--- config.mk ---
export PLATFORM = sky130hd
export DESIGN_NAME = pipe_execute_unit_flat
export DESIGN_NICKNAME = d
export VERILOG_FILES = /design/src/rtl/pipe_execute_if.sv /design/src/rtl/pipe_execute_unit.sv /design/src/flat_wrapper.sv
export SDC_FILE = /design/constraint.sdc
export NUM_CORES = 2
export LEC_CHECK = 0
export ABC_AREA = 1
export CAP_MARGIN = 20
export CORE_AREA = 2 2 331 333
export CTS_CLUSTER_SIZE = 10
export DETAILED_ROUTE_END_ITERATION = 8
export DIE_AREA = 0 0 333 335
export GPL_TIMING_DRIVEN = 0
export PLACE_DENSITY_LB_ADDON = 0.1
export SYNTH_ARGS = -nofsm -noshare
export SYNTH_HDL_FRONTEND = slang
export SYNTH_SLANG_ARGS = --single-unit
--- constraint.sdc ---
create_clock -name clk -period 5.7 [get_ports clk]
set_input_delay 0.57 -clock clk [delete_from_list [all_inputs] [get_ports clk]]
set_output_delay 0.57 -clock clk [all_outputs]
set_load 0.02 [all_outputs]
--- src/rtl/pipe_execute_if.sv ---
// pipe_execute_if: E-register inputs, M/W status and execute-stage results for the Y86-64 execute unit.
interface pipe_execute_if #(parameter int WIDTH = 64);
  logic             E_valid;
  logic             E_flush;
  logic [3:0]       E_icode;
  logic [3:0]       E_ifun;
  logic [WIDTH-1:0] E_valA;
  logic [WIDTH-1:0] E_valB;
  logic [WIDTH-1:0] E_valC;
  logic [3:0]       E_dstE;
  logic [2:0]       m_stat;
  logic [2:0]       W_stat;
  logic [WIDTH-1:0] e_valE;
  logic [3:0]       e_dstE;
  logic             e_cnd;
  logic             e_busy;
  logic [2:0]       cc;
  modport master (
    output E_valid, E_flush, E_icode, E_ifun, E_valA, E_valB, E_valC, E_dstE, m_stat, W_stat,
    input  e_valE, e_dstE, e_cnd, e_busy, cc
  );
  modport slave (
    input  E_valid, E_flush, E_icode, E_ifun, E_valA, E_valB, E_valC, E_dstE, m_stat, W_stat,
    output e_valE, e_dstE, e_cnd, e_busy, cc
  );
endinterface

--- src/rtl/pipe_execute_unit.sv ---
// pipe_execute_unit: Y86-64 execute stage with CC register, cmov/jXX condition and an iterative signed mulq.
module pipe_execute_unit #(
  parameter int WIDTH      = 64,
  parameter int MUL_EN     = 1,
  parameter int STACK_STEP = 8
) (
  input logic         clk,
  input logic         rst_n,
  pipe_execute_if.slave bus
);
  localparam int CW = $clog2(WIDTH) + 1;
  typedef enum logic [1:0] {IDLE, MUL, DONE} state_t;
  state_t             state;
  logic [2*WIDTH-1:0] prod, mcand;
  logic [WIDTH-1:0]   mplier, alu_a, alu_b, sum, diff, val_e;
  logic [CW-1:0]      count;
  logic [3:0]         ic, fn;
  logic [2:0]         cc_q;
  logic               mul_fn, fn_ok, mul_go, cc_en, stat_ok, of, of_mul, cnd, zf, sf, ovf;
  assign ic = bus.E_icode;
  assign {zf, sf, ovf} = cc_q;
  always_comb begin
    alu_a   = (ic inside {4'h2, 4'h6}) ? bus.E_valA :
              (ic inside {4'h3, 4'h4, 4'h5}) ? bus.E_valC :
              (ic inside {4'h8, 4'hA}) ? -WIDTH'(STACK_STEP) :
              (ic inside {4'h9, 4'hB}) ? WIDTH'(STACK_STEP) : '0;
    alu_b   = (ic inside {4'h4, 4'h5, 4'h6, 4'h8, 4'h9, 4'hA, 4'hB}) ? bus.E_valB : '0;
    fn      = (ic == 4'h6) ? bus.E_ifun : 4'h0;
    mul_fn  = (fn == 4'h4) && (MUL_EN != 0);
    fn_ok   = (fn < 4'h4) || mul_fn;
    sum     = alu_b + alu_a;
    diff    = alu_b - alu_a;
    val_e   = (fn == 4'h0) ? sum :
              (fn == 4'h1) ? diff :
              (fn == 4'h2) ? (alu_b & alu_a) :
              (fn == 4'h3) ? (alu_b ^ alu_a) :
              (mul_fn && state == DONE) ? prod[WIDTH-1:0] : '0;
    // mulq overflows when the upper half is not the sign extension of the low half
    of_mul  = prod[2*WIDTH-1:WIDTH] != {WIDTH{prod[WIDTH-1]}};
    of      = (fn == 4'h0) ? ((alu_a[WIDTH-1] == alu_b[WIDTH-1]) && (sum[WIDTH-1] != alu_b[WIDTH-1])) :
              (fn == 4'h1) ? ((alu_a[WIDTH-1] != alu_b[WIDTH-1]) && (diff[WIDTH-1] != alu_b[WIDTH-1])) :
              mul_fn ? of_mul : 1'b0;
    mul_go  = bus.E_valid && (ic == 4'h6) && mul_fn && !bus.E_flush;
    stat_ok = (bus.m_stat <= 3'd1) && (bus.W_stat <= 3'd1);
    cc_en   = bus.E_valid && (ic == 4'h6) && fn_ok && !bus.E_flush && stat_ok &&
              (mul_fn ? (state == DONE) : (state == IDLE));
    cnd     = !(ic inside {4'h2, 4'h7}) ? 1'b0 :
              (bus.E_ifun == 4'h0) ? 1'b1 :
              (bus.E_ifun == 4'h1) ? ((sf ^ ovf) | zf) :
              (bus.E_ifun == 4'h2) ? (sf ^ ovf) :
              (bus.E_ifun == 4'h3) ? zf :
              (bus.E_ifun == 4'h4) ? !zf :
              (bus.E_ifun == 4'h5) ? !(sf ^ ovf) :
              (bus.E_ifun == 4'h6) ? (!(sf ^ ovf) && !zf) : 1'b0;
  end
  assign bus.e_valE = val_e;
  assign bus.e_cnd  = cnd;
  assign bus.e_dstE = (ic == 4'h2 && !cnd) ? 4'hF : bus.E_dstE;
  assign bus.e_busy = (state == IDLE && mul_go) || (state == MUL && !bus.E_flush);
  assign bus.cc     = cc_q;
  // Shift-add over the multiplier bits; the MSB carries negative weight, giving the full signed product
  always_ff @(posedge clk or negedge rst_n) begin
    if (!rst_n) begin
      state  <= IDLE;
      cc_q   <= 3'b100;
      prod   <= '0;
      mcand  <= '0;
      mplier <= '0;
      count  <= '0;
    end else begin
      if (cc_en) cc_q <= {val_e == '0, val_e[WIDTH-1], of};
      case (state)
        IDLE: if (mul_go) begin
          mcand  <= {{WIDTH{bus.E_valB[WIDTH-1]}}, bus.E_valB};
          mplier <= bus.E_valA;
          prod   <= '0;
          count  <= CW'(WIDTH);
          state  <= MUL;
        end
        MUL: if (bus.E_flush) state <= IDLE;
        else begin
          if (mplier[0]) prod <= (count == CW'(1)) ? prod - mcand : prod + mcand;
          mcand  <= mcand << 1;
          mplier <= mplier >> 1;
          count  <= count - CW'(1);
          if (count == CW'(1)) state <= DONE;
        end
        default: state <= IDLE;
      endcase
    end
  end
endmodule

--- src/flat_wrapper.sv ---
// flat-port wrapper written by rule: the top's interface ports become plain ports
module pipe_execute_unit_flat 
#(
  parameter int WIDTH      = 64,
  parameter int MUL_EN     = 1,
  parameter int STACK_STEP = 8
)
  (clk, rst_n, bus_E_valid, bus_E_flush, bus_E_icode, bus_E_ifun, bus_E_valA, bus_E_valB, bus_E_valC, bus_E_dstE, bus_m_stat, bus_W_stat, bus_e_valE, bus_e_dstE, bus_e_cnd, bus_e_busy, bus_cc);
  pipe_execute_if #(.WIDTH(WIDTH)) bus_i ();
  input logic clk;
  input logic rst_n;
  input wire logic [$bits(bus_i.E_valid)-1:0] bus_E_valid;
  input wire logic [$bits(bus_i.E_flush)-1:0] bus_E_flush;
  input wire logic [$bits(bus_i.E_icode)-1:0] bus_E_icode;
  input wire logic [$bits(bus_i.E_ifun)-1:0] bus_E_ifun;
  input wire logic [$bits(bus_i.E_valA)-1:0] bus_E_valA;
  input wire logic [$bits(bus_i.E_valB)-1:0] bus_E_valB;
  input wire logic [$bits(bus_i.E_valC)-1:0] bus_E_valC;
  input wire logic [$bits(bus_i.E_dstE)-1:0] bus_E_dstE;
  input wire logic [$bits(bus_i.m_stat)-1:0] bus_m_stat;
  input wire logic [$bits(bus_i.W_stat)-1:0] bus_W_stat;
  output wire logic [$bits(bus_i.e_valE)-1:0] bus_e_valE;
  output wire logic [$bits(bus_i.e_dstE)-1:0] bus_e_dstE;
  output wire logic [$bits(bus_i.e_cnd)-1:0] bus_e_cnd;
  output wire logic [$bits(bus_i.e_busy)-1:0] bus_e_busy;
  output wire logic [$bits(bus_i.cc)-1:0] bus_cc;
  assign bus_i.E_valid = bus_E_valid;
  assign bus_i.E_flush = bus_E_flush;
  assign bus_i.E_icode = bus_E_icode;
  assign bus_i.E_ifun = bus_E_ifun;
  assign bus_i.E_valA = bus_E_valA;
  assign bus_i.E_valB = bus_E_valB;
  assign bus_i.E_valC = bus_E_valC;
  assign bus_i.E_dstE = bus_E_dstE;
  assign bus_i.m_stat = bus_m_stat;
  assign bus_i.W_stat = bus_W_stat;
  assign bus_e_valE = bus_i.e_valE;
  assign bus_e_dstE = bus_i.e_dstE;
  assign bus_e_cnd = bus_i.e_cnd;
  assign bus_e_busy = bus_i.e_busy;
  assign bus_cc = bus_i.cc;
  pipe_execute_unit #(.WIDTH(WIDTH), .MUL_EN(MUL_EN), .STACK_STEP(STACK_STEP)) u_core (.clk(clk), .rst_n(rst_n), .bus(bus_i));
endmodule
==> results list <==
- All-layer global routing usage: 40.76%
- The die is 335 um tall.
* R2r worst-path depth: 40
* Failing checks: DRC
- Final hold vios: 0
- After global routing the overflow that remains totals 0.
* Post-layout util: 48.72%
* Most numerous cell in the Yosys netlist: nand2_1
* Dominant cells by area after synthesis: dfrtp_1 19%, nand2_1 13%, inv_1 13%
- Of all cell types, the one taking the most synthesized area is dfrtp_1.
* Required arrival time at the worst endpoint: 6.22 ns
- For this block, the initial DRC count from the detailed router was 5,206.
- The number of global-route vias before repair came to 50,540.
- In this run, synthesis produced a sequential element count of 332.
* Routed wirelength normalized by instance count: 25.64 um
- STA classifies the critical path startpoint as a flip-flop.
* Share of the yosys chip area belonging to registers: 19.42%
- By startpoint and endpoint, the worst setup path is classified as reg2reg.
- The final number of max-transition violations is 0.
* TritonCTS clock tree: yes
- Yosys mapped the design onto 71 distinct sky130hd cell types.
- Path category of the worst min-delay check: in2async
* Final setup vio count: 0
- The wire-length estimate of the detail-placed layout is 199.2 mm.
* Fillcell total: 11,540
- Unrepaired setup endpoints after global routing: yes
* Setup slack of the most critical reg-to-reg path: 0.01 ns
- The clock net in this run drives a total of 332 sinks.
- # DRC: 1
- The largest individual stage delay along the critical path comes from the cell dfrtp_1.
- The die is 333 um wide.
- Kind of end point of the critical path: flip-flop
- Number of synthesized flops with an enable pin: 0
* Maximum fanout encountered on the critical timing path: 5
- The count of buffers added on input and output ports is 283.
- Buffers inserted during clock tree synthesis total 46.
- Final critical-path share of the clock period: 99.76%
- For the pin with the worst max-slew slack, the measured transition is 1.330 ns.
* Placed cells: 9,015
* Clock H-tree levels: 2
- The area growth from synthesis to layout is 23.13%.
* Beginning of the worst register-to-register path: u_core.mcand[2]
- Max-cap violations in this run came to 0.
- Worst hold margin: 0.4567 ns
- Placed standard-cell area: 47,650 um2
* Largest net degree at the start of global routing: 108
- Commonest register cell after synthesis: dfrtp_1
- Maximum clock rate: 175.9 MHz
- Synth Warn #: 0
- At the worst endpoint, the arrival time is 6.21 ns.
* Cell Area, Synth: 42,780 um2
- Final Non-Filler Cells: 9,222
* Synth top cells by count: 1,437 x nand2_1, 1,425 x inv_1, 899 x nor2_1
* Status: finished with violations
- The clock arrives with 0.03314 ns of skew.
- The first global-routing pass estimated 331.3 mm of wire.
- For this configuration, the core starts out at a cell density of 39.57%.
* GPL Wtd Cong: 1.083
- The endpoint identified for the worst register-to-register timing path is u_core.prod[120].
- Post-route ant nets: 0
- Top-level port count: 287
* Peak supply drop: 0.0002417 V
- Largest stage delay, worst path: 0.39 ns
- Cells with a size suffix above 1 make up 11.72% of the layout.
- First-pass iteration count of the detailed router: 9
* Wire length after detailed routing: 236.4 mm
- Share of synthesized flip-flops with an asynchronous set or reset: 100.0%
- The cell count after synthesis came out at 7,302.
- For this design the static power due to leakage is 25.00 nW.
- The die covers 111,600 um2.
* Core area: 108,100 um2
- Using the TritonRoute via totals, the vias-per-cell ratio works out to 5.698.
- The tree is rooted in a clkbuf_16.
* Pre-CTS worst setup slack: -2.709 ns
* Clock-pin slew reported for the worst setup and hold paths after clock tree synthesis: 0.06 ns
- Clock insertion delay at the later pin of the skew report: 0.68 ns
- By instance count, the cell type seen most on the critical path is nor2_4.
- Slew Limit Headroom: 10.53%
- The number of antenna violations at the first check in global routing was 5.
* Maximum number of buffers from clock root to sink: 3
- Avg Synthesized Cell Area: 5.858 um2
- Nets@finish: 8,249
* Share of the synthesized area in the top cell type: 19.36%
- Setup slack on the critical path of the routed design comes to 0.01352 ns.
- Via Count: 52,550
- After routing the design area is 52,670 um2.
* Pwr Density: 235.2 nW/um2
- Synthesized Nets: 7,775
- Clock period minus worst slack: 5.686 ns
* Number of placement rows: 121
## cells by family (layout without fill, tap and decap cells)
| kind of cell | Yosys count | after routing | share of synthesized area, % |
|---|---|---|---|
| other | 0 | 2 | 0 |
| AO/OA/AOI/OAI | 1826 | 1826 | 24.18 |
| AND/OR/NAND/NOR | 3068 | 3068 | 30.73 |
| adder cells (fa/ha/maj) | 259 | 259 | 7.593 |
| buffers and inverters | 1649 | 2153 | 14.62 |
| flip-flops | 332 | 332 | 19.42 |
| XOR/XNOR | 168 | 168 | 3.440 |
## report_power, final
part | internal (mW) | switching, mW | total (mW)
Combinational | 2.03 | 4.42 | 6.45
Sequential | 2.63 | 0.258 | 2.88
Clock | 1.75 | 1.31 | 3.05
## area by class of cell
class,instances,area [um2],area share [%]
Multi-Input combinational cell,5321,30520,57.94
Tap cell,1414,1769,3.359
Clock inverter,14,225.2,0.4276
Clock buffer,64,1279,2.428
Antenna cell,2,5.005,0.009502
Buffer,191,973.4,1.848
Inverter,1450,5469,10.38
Timing Repair Buffer,434,4124,7.830
Sequential cell,332,8309,15.78
## critical path: cells and delay by family, from the launching register on
kind	cells	cell delay, ns
AO/OA/AOI/OAI	7	0.99
adder cells (fa/ha/maj)	1	0.34
buffers and inverters	6	0.62
XOR/XNOR	1	0.16
AND/OR/NAND/NOR	25	3.04
flip-flops	1	0.39
## metrics by stage
step	TNS, ns	power, mW
after floorplan	0	6.357
after global placement	-4071.68	8.579
after detailed placement	-222.63	8.595
after CTS	0	11.87
after global routing	-2.200	12.94
final	0	12.39
## worst max path at each step
stage,cells past startpoint,slack (ns),startpoint,end
detailed placement,25,-2.71,bus_E_icode[0],bus_e_valE[27]
finish,40,0.01,u_core.mcand[2],u_core.prod[120]
global route,37,-0.23,u_core.mcand[2],u_core.prod[120]
floorplan,34,1.12,u_core.mcand[0],u_core.prod[115]
global placement,1,-11.56,rst_n,u_core.mplier[38]
CTS,30,0.0002,bus_E_icode[1],bus_e_valE[53]
## what timing repair did
| action | CTS | global route |
|---|---|---|
| setup endpoints to repair | 172 | 103 |
| pin swaps | 58 | 108 |
| endpoints found under the hold margin | 52 | 0 |
| hold buffers | 1 | 0 |
| buffers inserted | 56 | 76 |
| gates resized for setup | 412 | 362 |
## cells in the final DEF, fill, tap and decap left out, types with 44 or more instances in the layout
cell | Yosys | final
nor3_1 | 83 | 73
buf_4 | 0 | 126
nand2_2 | 62 | 103
dfrtp_1 | 331 | 331
nand2_1 | 1437 | 1378
ha_1 | 258 | 201
nand3_2 | 34 | 44
nor2_1 | 899 | 810
a21oi_2 | 5 | 70
nor2_2 | 34 | 87
inv_2 | 19 | 48
o21a_1 | 44 | 44
nand3_1 | 307 | 290
o21ai_0 | 685 | 634
inv_1 | 1425 | 1389
clkbuf_1 | 152 | 124
o22ai_1 | 54 | 54
clkbuf_16 | 0 | 49
nor4_1 | 74 | 67
nand4_1 | 87 | 87
o21ai_1 | 35 | 50
clkdlybuf4s50_1 | 0 | 241
nor2_4 | 14 | 50
o211ai_1 | 140 | 140
xor2_1 | 159 | 155
a31oi_1 | 102 | 96
a21oi_1 | 601 | 528
## per-layer routing
metal	up-vias	routed length, um	GRT usage, %
met5	-	0	0
met4	0	19780	29.55
met3	588	17140	5.979
met2	2399	106200	66.81
met1	24800	93310	48.79
li1	24760	-	-
## flip-flops by register name (all words and copies together) (netlist names)
name	cells
u_core.mcand	128
u_core.prod	128
u_core.mplier	64
u_core.count	7
u_core.bus.cc	3
u_core.state	2
(Power assumes the default switching activity.)
